[src/rtl/instruction_fetch_if.sv]
// Fetch-side bundle: program memory read port, instruction hand-off to execute,
// and the branch redirect coming back from execute.
interface instruction_fetch_if;
  localparam int unsigned AW = 8;
  localparam int unsigned DW = 8;

  logic [AW-1:0] address_bus;
  logic [DW-1:0] data_bus;
  logic          instr_valid;
  logic          instr_ready;
  logic [DW-1:0] instr_byte0;
  logic [DW-1:0] instr_byte1;
  logic          instr_len2;
  logic [AW-1:0] instr_pc;
  logic          instr_illegal;
  logic          branch_valid;
  logic [AW-1:0] branch_target;

  modport master (
    output address_bus,
    input  data_bus,
    output instr_valid,
    input  instr_ready,
    output instr_byte0,
    output instr_byte1,
    output instr_len2,
    output instr_pc,
    output instr_illegal,
    input  branch_valid,
    input  branch_target
  );

  modport slave (
    input  address_bus,
    output data_bus,
    input  instr_valid,
    output instr_ready,
    input  instr_byte0,
    input  instr_byte1,
    input  instr_len2,
    input  instr_pc,
    input  instr_illegal,
    output branch_valid,
    output branch_target
  );
endinterface

[src/rtl/instruction_fetch.sv]
// Instruction fetch: reads 1- or 2-byte instructions from an 8-bit program memory,
// presents them to execute with a valid/ready hold, and honours branch redirects.
module instruction_fetch #(
  parameter logic [7:0] RESET_PC        = 8'd0,
  parameter bit         HALT_ON_ILLEGAL = 1'b1
) (
  input  logic                clk,
  input  logic                reset,
  instruction_fetch_if.master bus
);
  localparam int unsigned W = 8;

  typedef enum logic [1:0] {FETCH0, FETCH1, HOLD, STOP} state_t;

  state_t       state;
  logic [W-1:0] pc;
  logic [W-1:0] byte0;
  logic [W-1:0] byte1;
  logic [W-1:0] ipc;
  logic         valid;
  logic         len2;
  logic         illegal;
  logic         legal_c;
  logic         two_byte_c;

  // Opcode decode of the byte currently on the memory bus.
  always_comb begin
    legal_c = 1'b0;
    casez (bus.data_bus)
      8'b0000_????, 8'b0010_????, 8'b0100_????,
      8'b0101_????, 8'b0110_????, 8'b1100_????: legal_c = 1'b1;
      8'b1000_00??, 8'b1000_11??, 8'b1001_00??,
      8'b1001_01??, 8'b1001_10??, 8'b1001_11??: legal_c = 1'b1;
      8'hA8, 8'hB0, 8'hB4, 8'h70:               legal_c = 1'b1;
      default:                                  legal_c = 1'b0;
    endcase
  end

  // Undefined opcodes are always treated as 1-byte.
  assign two_byte_c = legal_c &&
                      ((bus.data_bus[7:2] == 6'b100000) ||
                       (bus.data_bus[7:2] == 6'b100011) ||
                       (bus.data_bus[7:5] == 3'b101));

  // Fetch sequencer; a redirect beats every transition except reset.
  always_ff @(posedge clk) begin
    if (!reset) begin
      state   <= FETCH0;
      pc      <= RESET_PC;
      valid   <= 1'b0;
      byte0   <= '0;
      byte1   <= '0;
      ipc     <= '0;
      len2    <= 1'b0;
      illegal <= 1'b0;
    end else if (bus.branch_valid) begin
      state <= FETCH0;
      pc    <= bus.branch_target;
      valid <= 1'b0;
    end else begin
      case (state)
        FETCH0: begin
          byte0   <= bus.data_bus;
          ipc     <= pc;
          pc      <= pc + W'(1);
          illegal <= ~legal_c;
          len2    <= two_byte_c;
          if (two_byte_c) begin
            state <= FETCH1;
          end else begin
            byte1 <= '0;
            valid <= 1'b1;
            state <= HOLD;
          end
        end
        FETCH1: begin
          byte1 <= bus.data_bus;
          pc    <= pc + W'(1);
          valid <= 1'b1;
          state <= HOLD;
        end
        HOLD: begin
          if (bus.instr_ready) begin
            valid <= 1'b0;
            state <= (illegal && HALT_ON_ILLEGAL) ? STOP : FETCH0;
          end
        end
        STOP: begin
        end
        default: state <= FETCH0;
      endcase
    end
  end

  assign bus.address_bus   = pc;
  assign bus.instr_valid   = valid;
  assign bus.instr_byte0   = byte0;
  assign bus.instr_byte1   = byte1;
  assign bus.instr_len2    = len2;
  assign bus.instr_pc      = ipc;
  assign bus.instr_illegal = illegal;
endmodule
[src/flat_wrapper.sv]
// flat-port wrapper written by rule: the top's interface ports become plain ports
module instruction_fetch_flat 
#(
  parameter logic [7:0] RESET_PC        = 8'd0,
  parameter bit         HALT_ON_ILLEGAL = 1'b1
)
  (clk, reset, bus_address_bus, bus_data_bus, bus_instr_valid, bus_instr_ready, bus_instr_byte0, bus_instr_byte1, bus_instr_len2, bus_instr_pc, bus_instr_illegal, bus_branch_valid, bus_branch_target);
  instruction_fetch_if bus_i ();
  input  logic clk;
  input  logic reset;
  output wire logic [$bits(bus_i.address_bus)-1:0] bus_address_bus;
  input wire logic [$bits(bus_i.data_bus)-1:0] bus_data_bus;
  output wire logic [$bits(bus_i.instr_valid)-1:0] bus_instr_valid;
  input wire logic [$bits(bus_i.instr_ready)-1:0] bus_instr_ready;
  output wire logic [$bits(bus_i.instr_byte0)-1:0] bus_instr_byte0;
  output wire logic [$bits(bus_i.instr_byte1)-1:0] bus_instr_byte1;
  output wire logic [$bits(bus_i.instr_len2)-1:0] bus_instr_len2;
  output wire logic [$bits(bus_i.instr_pc)-1:0] bus_instr_pc;
  output wire logic [$bits(bus_i.instr_illegal)-1:0] bus_instr_illegal;
  input wire logic [$bits(bus_i.branch_valid)-1:0] bus_branch_valid;
  input wire logic [$bits(bus_i.branch_target)-1:0] bus_branch_target;
  assign bus_address_bus = bus_i.address_bus;
  assign bus_i.data_bus = bus_data_bus;
  assign bus_instr_valid = bus_i.instr_valid;
  assign bus_i.instr_ready = bus_instr_ready;
  assign bus_instr_byte0 = bus_i.instr_byte0;
  assign bus_instr_byte1 = bus_i.instr_byte1;
  assign bus_instr_len2 = bus_i.instr_len2;
  assign bus_instr_pc = bus_i.instr_pc;
  assign bus_instr_illegal = bus_i.instr_illegal;
  assign bus_i.branch_valid = bus_branch_valid;
  assign bus_i.branch_target = bus_branch_target;
  instruction_fetch #(.RESET_PC(RESET_PC), .HALT_ON_ILLEGAL(HALT_ON_ILLEGAL)) u_core (.clk(clk), .reset(reset), .bus(bus_i));
endmodule
[config.mk]
export PLATFORM = sky130hd
export DESIGN_NAME = instruction_fetch_flat
export DESIGN_NICKNAME = d
export VERILOG_FILES = /design/src/rtl/instruction_fetch_if.sv /design/src/rtl/instruction_fetch.sv /design/src/flat_wrapper.sv
export SDC_FILE = /design/constraint.sdc
export NUM_CORES = 1
export LEC_CHECK = 0
export BUFFER_PORTS_ARGS = -buffer_cell sky130_fd_sc_hd__buf_4
export CAP_MARGIN = 5
export CELL_PAD_IN_SITES_DETAIL_PLACEMENT = 1
export CELL_PAD_IN_SITES_GLOBAL_PLACEMENT = 1
export CORE_MARGIN = 2
export CORE_UTILIZATION = 30
export CTS_BUF_LIST = sky130_fd_sc_hd__clkbuf_8 sky130_fd_sc_hd__clkbuf_16
export CTS_CLUSTER_DIAMETER = 200
export DETAILED_ROUTE_END_ITERATION = 6
export GPL_TIMING_DRIVEN = 0
export PLACE_DENSITY = 0.63
export SYNTH_ARGS = -nofsm -noshare
export SYNTH_HDL_FRONTEND = slang
export SYNTH_SLANG_ARGS = --single-unit
[constraint.sdc]
create_clock -name clk -period 2.7 [get_ports clk]
set_clock_uncertainty 0.15 [all_clocks]
set_input_delay 0.27 -clock clk [delete_from_list [all_inputs] [get_ports clk]]
set_output_delay 0.27 -clock clk [all_outputs]
set_load 0.02 [all_outputs]
Word-level counts from Yosys, hierarchy flattened
Index checks and enable logic that the tools add are counted.
{ "totals": {"regBits": 37, "in_bits": 20, "output_inout_bits": 35, "word_cells": 59} }
{ "classes": {"addsub": 1, "eq_ne": 20, "n_bitwise": 3, "n_mux": 12, "n_reduce_logical": 15} }
{ "ops": {"columns": ["op", "count"], "rows": [
  ["$eq 6x6->1 const B", 6],
  ["$eq 8x8->1 const B", 3],
  ["$mux 8", 3],
  ["$pmux 8 s2", 1],
  ["$reduce_or 16->1", 1],
  ["$eq 4x3->1 const B", 3],
  ["$add 8x1->8 const B", 1],
  ["$eq 8x7->1 const B", 1],
  ["$mux 2", 3],
  ["$pmux 2 s3", 1],
  ["$reduce_and 3->1", 2],
  ["$eq 4x2->1 const B", 1],
  ["$eq 4x4->1 const B", 1],
  ["$logic_not 4->1", 1],
  ["$ne 2x2->1 const B", 2],
  ["$reduce_and 2->1", 2],
  ["$reduce_bool 2->1", 2],
  ["$reduce_or 2->1", 2],
  ["$eq 3x3->1 const B", 1],
  ["$mux 1", 3],
  ["$not 1->1", 3],
  ["$pmux 1 s3", 1],
  ["$reduce_bool 3->1", 1],
  ["$eq 2x1->1 const B", 1],
  ["4 further kinds", 5]
]} }

Depth between registers and ports, before layout
Gate-level depths: netlist (run 1).
{ "logic_depth": {"word_depth": 6, "depth_mapped": 8, "depth_no_buf": 7} }

Worst setup path after synthesis (run 1)
No wires, ideal clock.
{ "synth_timing": {"path_type": "register -> register", "start": "reg u_core.state[0]", "end": "reg u_core.pc[7], in the netlist u_core.bus.address_bus[7]", "n_path_buf": 1, "path_stages_with_launch": 9, "path_slack_ns": 0.876, "period_less_slack_ns": 1.824, "setup_time_ns": 0.115, "required_time_ns": 2.435, "t_arrival_ns": 1.559, "path_cell_list": "dfxtp_1 -> inv_1 -> ha_1 -> or2_2 -> clkbuf_1 -> nand4_1 -> xor2_1 -> o21ai_0 -> and2_1"} }
{ "synth_via": {"elab_chain_cells": 3, "word_cells_on_any_way": 4, "classes_between": "1 x eq/ne; 3 x reduce/logical"} }
{ "synth_rtl": {"columns": ["element", "line_no", "rtl"], "rows": [
  ["start: declaration", "instruction_fetch.sv:15", "state_t state;"],
  ["start signal: assignment", "instruction_fetch.sv:85", "state <= (illegal && HALT_ON_ILLEGAL) ? STOP : FETCH0;"],
  ["$eq 2x1->1 / $logic_not 2->1 (equally long branches)", "instruction_fetch.sv:61", "case (state)"],
  ["$reduce_or 2->1 (no source line) *", null, null],
  ["$reduce_bool 2->1 (no source line) *", null, null],
  ["end signal: assignment", "instruction_fetch.sv:58", "pc <= bus.branch_target;"],
  ["end signal: assignment", "instruction_fetch.sv:65", "pc <= pc + W'(1);"],
  ["end signal: assignment", "instruction_fetch.sv:78", "pc <= pc + W'(1);"],
  ["end: declaration", "instruction_fetch.sv:16", "logic [W-1:0] pc;"]
]} }
Every way passes the cells marked *; elsewhere a longest branch is shown, timed or not.
A chain may end at the register's enable or synchronous reset.

Worst setup path in the final report (run 1)
{ "layout_timing": {"start": "reg u_core.state[0]", "end": "reg u_core.ipc[7], in the netlist u_core.bus.instr_pc[7]"} }
{ "layout_via": {"elab_chain_cells": 2} }
{ "layout_rtl": {"columns": ["element", "line_no", "rtl"], "rows": [
  ["$logic_not 2->1", "instruction_fetch.sv:61", null],
  ["$reduce_and 2->1 (no source line)", null, null],
  ["end signal: assignment", "instruction_fetch.sv:64", "ipc <= pc;"],
  ["end: declaration", "instruction_fetch.sv:19", "logic [W-1:0] ipc;"]
]} }
Every way passes these cells.

==> flow_summary.yaml, run 1 <==
outcome:
  status: "finished, final reports clean"
route:
  via_count: 1599
  wirelength_um: 4630
  ant_nets: 0
  drc: 0
  firstDrtPassIters: 4
  drt_iter0_markers: 24
  wl_per_cell_um: 13.5
  vias_per_cell: 4.66
clock_network:
  root_buffer: "clkbuf_8"
  htree_num_levels: 2
  cts_resized: 0
  hold_buffers: 0
  clock_path_buffers: 2
  cts_tree: "built"
  clkLatencyLatePin_ps: 290
  cts_setup_buffers: 0
  clock-sinks: 37
  cts_buffers: 5
  clk_pin_slew_ps: 80
flow_run:
  maxCapViolations: 0
floorplanning:
  die_y_um: 80.5
  dieArea_um2: 6480
  start_util_pct: 31.5
  die-width_um: 80.5
  core_area_um2: 5570
  ios: 55
  num_rows: 27
placement:
  port_buffers: 53
  hpwl_um: 3660
  place_inst: 335
  finalWeightedCongestion: 0.774
  dp_slack_ps: 488
global_routing:
  grt_max_degree: 12
  grt_util_all_layers_pct: 15.2
  grt_pass1_wl_um: 7490
  antenna_found_initial: 0
  gr-total-overflow: 0
  grt_pass1_vias: 1518
pwr:
  p_total_w: 0.00121
  leakage_nw: 0.988
  vdd_drop_max_mv: 0.254
  combPwrFrac_pct: 19.2
  power_density_nw_per_um2: 518
  p_switching_w: 0.000358
  p_int_w: 0.000847
  clockPowerShare_pct: 31.6
  seq_power_share_pct: 49.3
  p_sw_share_pct: 29.7
logic_synthesis:
  async_reset_ff_share_pct: 0
  syn_area_per_cell_um2: 8.37
  synth_edf_count: 0
  yosysUniqueCellTypes: 33
  ys_ff_latch: 37
  synth.largest_area_cell: "dfxtp_1"
  yosys_warnings: 0
  syn_area_um2: 1760
  synth_top_cell_area_share_pct: 42.2
  synthTopCellsByArea: "dfxtp_1 (42%), nand2_1 (12%), a21boi_0 (7.3%), mux2i_1 (5.1%), ha_1 (3.6%)"
  synth_nets: 235
  synth_cells: 210
  yosysSeqAreaShare_pct: 42.2
  synth_ff_type: "dfxtp_1"
layout:
  instances_no_fill: 343
  layout_commonest_cell: "nand2_1"
  layout_common_cells: "nand2_1 (55), buf_4 (53), dfxtp_1 (37)"
  final_util_pct: 41.8
  nNetsFinal: 295
  antenna_cells: 0
  syn_to_final_growth_pct: 32.5
  layout-drive-gt1-share_pct: 24.4
  nFillCells: 709
critical_path:
  cp_common_cell: "clkbuf_1"
  cp-start-kind: "flip-flop"
  critPathMaxFanout: 10
  worstPathCellList: "inv_1 -> ha_1 -> nand2b_1 -> clkbuf_1 -> clkbuf_1 -> nand2_1 -> a21boi_0"
  critPathSlowestCell: "clkbuf_1"
  crit_required_ps: 2770
  end_kind: "flip-flop"
  slowest_delay_ps: 400
  crit_type: "reg -> reg"
  worstPathArrival_ps: 2140
timing:
  finalSetupTns_ps: 0
  finalHoldViolations: 0
  max_slew_margin_pct: 62.4
  setup_viol: 0
  period_needed_ps: 2070
  fmax_ghz: 0.483
  rsz0062_at_grt: "no"
  layout_setup_ws_ps: 628
  post-route-period-util_pct: 76.7
  max_slew.worst_pin.slew_ps: 563
  slew_viol_final: 0
hold_path:
  worstHoldPathType: "in -> reg"
## power groups by stage
stage / Clock, W / Sequential [W] / Combinational [W]
finish: 0.000380 / 0.000594 / 0.000231
global route: 0.000422 / 0.000598 / 0.000257
CTS: 0.000394 / 0.000594 / 0.000236
detailed placement: 0 / 0.000607 / 0.000236
global placement: 0 / 0.000607 / 0.000234
floorplan: 0 / 0.000631 / 0.000110
## path summary, 6_finish.rpt
kind,start,to,slack [ps],cells after the start
min reg2reg,u_core.bus.instr_pc[3]$_SDFFE_PN0P_,u_core.bus.instr_pc[3]$_SDFFE_PN0P_,310,2
max reg2reg,u_core.state[0]$_SDFFE_PP0P_,u_core.bus.instr_pc[7]$_SDFFE_PN0P_,630,7
max,u_core.state[0]$_SDFFE_PP0P_,u_core.bus.instr_pc[7]$_SDFFE_PN0P_,630,7
min,bus_data_bus[7],u_core.bus.instr_byte0[7]$_SDFFE_PN0P_,110,3
## stage by stage
step                      instance area, µm²  hold slack, ps
after global routing                    2330             118
after CTS                               2330             113
after floorplan                         1760             265
after global placement                  2240             301
final                                   2330             114
after detailed placement                2240             308
## Yosys cell counts (4+ instances only)
| cell | n |
|---|---|
| nand2_1 | 55 |
| dfxtp_1 | 37 |
| a21boi_0 | 17 |
| clkbuf_1 | 13 |
| nand3_1 | 10 |
| o21ai_0 | 10 |
| and2_1 | 9 |
| mux2i_1 | 9 |
| xor2_1 | 7 |
| ha_1 | 5 |
| inv_1 | 4 |
## metal layers
layer	GRT usage, %	vias up	wire [µm]
li1	-	826	-
met1	20.9	739	2340
met2	22.8	28	2050
met3	3.71	6	170
met4	5.59	0	72
met5	0	-	0
## registers in the layout, summed over array words and instances (netlist names)
| register | cells |
|---|---|
| u_core.state | 2 |
| u_core.bus.instr_valid | 1 |
| u_core.bus.instr_illegal | 1 |
| u_core.bus.instr_byte1 | 8 |
| u_core.bus.instr_len2 | 1 |
| u_core.bus.address_bus | 8 |
| u_core.bus.instr_byte0 | 8 |
| u_core.bus.instr_pc | 8 |
## final cells by class
cell class                 instances  area (µm²)  share of cell area, %
buffer                            13        48.8                   2.10
clock buffer                       5        68.8                   2.96
clock inverter                     3        13.8                  0.591
inverter                           4        15.0                  0.645
multi-input combinational        156         952                   40.9
sequential                        37         741                   31.8
tap                               72        90.1                   3.87
timing repair buffer              53         398                   17.1
## worst max-delay path, delay by kind of cell (launching register included)
family / cells / cell delay, ps
buffers and inverters: 3 / 870
flip-flops: 1 / 390
adder cells (fa/ha/maj): 1 / 250
AO/OA/AOI/OAI: 1 / 170
AND/OR/NAND/NOR: 2 / 170
## kinds of logic after synthesis
kind of cell	Yosys count	share of synthesized area [%]
AO/OA/AOI/OAI	39	16.2
XOR/XNOR	8	3.99
adder cells (fa/ha/maj)	5	3.56
buffers and inverters	17	3.63
flip-flops	37	42.2
multiplexers	9	5.13
AND/OR/NAND/NOR	95	25.3
(Power assumes the default switching activity.)
==> inputs of run 2 (changes only) <==
Settings changed: ABC_AREA set to 1, PLACE_DENSITY 0.63 to 0.64.
Clock period 2.7 ns to 1.92 ns, I/O delays scaled along.
==> flow_summary.yaml, run 2 <==
outcome:
  status: "finished, final reports clean"
pwr:
  leakage_nw: 1.15
  power_density_nw_per_um2: 904
  p_total_w: 0.00221
  vdd_drop_max_mv: 0.388
route:
  wl_per_cell_um: 14.4
  top_layer_used: "met4"
  drc: 0
  met2WireLength_um: 2680
  wirelength_um: 5560
  drt-met1-wl_um: 2630
  drt_iter0_markers: 54
  ant_nets: 0
  wl_met3_um: 200
  firstDrtPassIters: 4
  via_count: 1803
  vias_per_cell: 4.68
critical_path:
  cp-start-kind: "flip-flop"
  cp-startpoint: "u_core.state[1]$_SDFFE_PP0P_"
  crit_required_ps: 1960
  r2r-start: "u_core.state[1]$_SDFFE_PP0P_"
  r2r_cells: 8
  critPathMaxFanout: 10
  worstPathArrival_ps: 1760
  crit_type: "reg -> reg"
  end_kind: "flip-flop"
global_routing:
  grt_max_degree: 14
  grt_pass1_wl_um: 9250
  antenna_found_initial: 0
  grt_pass1_vias: 1862
  grt_util_all_layers_pct: 18.5
  gr-total-overflow: 0
clock_network:
  cts_buffers: 5
  clock-sinks: 37
  cts_setup_buffers: 0
  cts_tree: "built"
  clkLatencyLatePin_ps: 290
  root_buffer: "clkbuf_8"
  clock_path_buffers: 2
  htree_num_levels: 2
  clk_pin_slew_ps: 80
  hold_buffers: 0
timing:
  finalSetupTns_ps: 0
  worst_hold_slack_ps: 20.5
  finalHoldViolations: 0
  period_needed_ps: 1730
  max_slew.worst_pin.slew_ps: 565
  setup_viol: 0
  post-route-period-util_pct: 89.9
  fmax_ghz: 0.579
  slew_viol_final: 0
  rsz0062_at_grt: "no"
  max_slew_margin_pct: 62.3
layout:
  layout-drive-gt1-share_pct: 28.7
  instances_no_fill: 385
  layout_common_cells: "buf_4 (55), nand2_1 (52), dfxtp_1 (36)"
  nNetsFinal: 334
  layout_commonest_cell: "buf_4"
  antenna_cells: 0
  syn_to_final_growth_pct: 37.1
placement:
  hpwl_um: 4370
  port_buffers: 54
  place_inst: 377
  finalWeightedCongestion: 0.775
floorplanning:
  core_area_um2: 5850
  start_util_pct: 30.5
  die_y_um: 81.1
  ios: 55
  dieArea_um2: 6580
  die-width_um: 81.1
  num_rows: 28
logic_synthesis:
  synthTopCellsByArea: "dfxtp_1 (41%), nand2_1 (11%), nor2_1 (7.6%), a21oi_1 (5.6%), o21ai_0 (5.6%)"
  ys_ff_latch: 37
  yosysSeqAreaShare_pct: 41.5
  synth_top_cell_area_share_pct: 41.5
  yosysUniqueCellTypes: 26
  synth_nets: 273
  syn_area_per_cell_um2: 7.20
  synth_cells: 248
  synth_most_common_cell: "nand2_1"
  synth.largest_area_cell: "dfxtp_1"
  async_reset_ff_share_pct: 0
  synth_edf_count: 0
  synthTopCellsByCount: "nand2_1 (52), dfxtp_1 (37), nor2_1 (36), a21oi_1 (20), o21ai_0 (20)"
  syn_area_um2: 1790
  yosys_warnings: 0
  synth_ff_type: "dfxtp_1"
hold_path:
  hold-path-cell-count: 3
  hp-start: "bus_data_bus[0]"
  worstHoldPathType: "in -> reg"
flow_run:
  maxCapViolations: 0
run 2: cell types whose count changed in the layout (fill, tap and decap cells not counted), sizes merged, moves of 6 or more:
cell	before	now
a21boi	17	0
a21oi	1	24
and2	10	0
clkbuf	18	12
inv	5	23
mux2i	9	0
nor2	3	40
o21ai	10	26
run 2: cell type report:
class | instances | area, µm²
inverters | 22 | 82.6
well taps | 75 | 93.8
clock buffers | 5 | 68.8
plain buffers | 10 | 60.1
repair buffers | 54 | 405
clock inverters | 3 | 68.8
fillers | 747 | 3400
flip-flops and latches | 37 | 742
multi-input cells | 179 | 926
run 2: path summary, 6_finish.rpt:
kind / to / slack [ps]
min: u_core.bus.instr_byte0[0]$_SDFFE_PN0P_ / 20
max reg2reg: u_core.bus.instr_byte1[7]$_SDFFE_PN0P_ / 190
min reg2reg: u_core.bus.instr_byte1[5]$_SDFFE_PN0P_ / 340
max: u_core.bus.instr_byte1[7]$_SDFFE_PN0P_ / 190
run 2: per-stage QoR:
stage	setup WS, ps	instance area [µm²]	utilization [%]
after floorplan	229	1790	-
after global placement	-46.6	2280	39.1
after detailed placement	-83.0	2280	39.1
after CTS	33.1	2430	41.5
after global routing	28.0	2450	41.8
final	194	2450	41.8
run 2: where the power goes:
group	total, W	switching (W)	internal (W)
clock network	0.000839	0.000315	0.000523
logic	0.000485	0.000287	0.000197
registers	0.000888	0.0000531	0.000835
run 2: logic make-up (layout without fill, tap and decap cells):
group | after synthesis | count (layout) | synth area share [%]
buffers and inverters | 32 | 94 | 7.64
adder cells (fa/ha/maj) | 5 | 5 | 3.50
AO/OA/AOI/OAI | 56 | 56 | 17.3
flip-flops | 37 | 37 | 41.5
XOR/XNOR | 5 | 5 | 2.45
AND/OR/NAND/NOR | 113 | 113 | 27.6
run 2: worst max-delay path, stage by stage (launching register included):
cell and delay, ps:
dfxtp_2 360, inv_1 70, ha_1 170, buf_2 180, nor2_4 190, nor2_4 80, buf_4 220, a21oi_1 150
nor2_1 50
run 2: what timing repair did:
action	CTS	global route
endpoints found under the setup margin	14	29
cloned	0	0
pin swaps	0	0
resized for setup	3	10
run 2: metal layers:
layer / track usage [%] / up-vias
li1: - / 924
met1: 24.1 / 844
met2: 30.9 / 31
met3: 3.67 / 4
met4: 5.08 / 0
met5: 0 / -
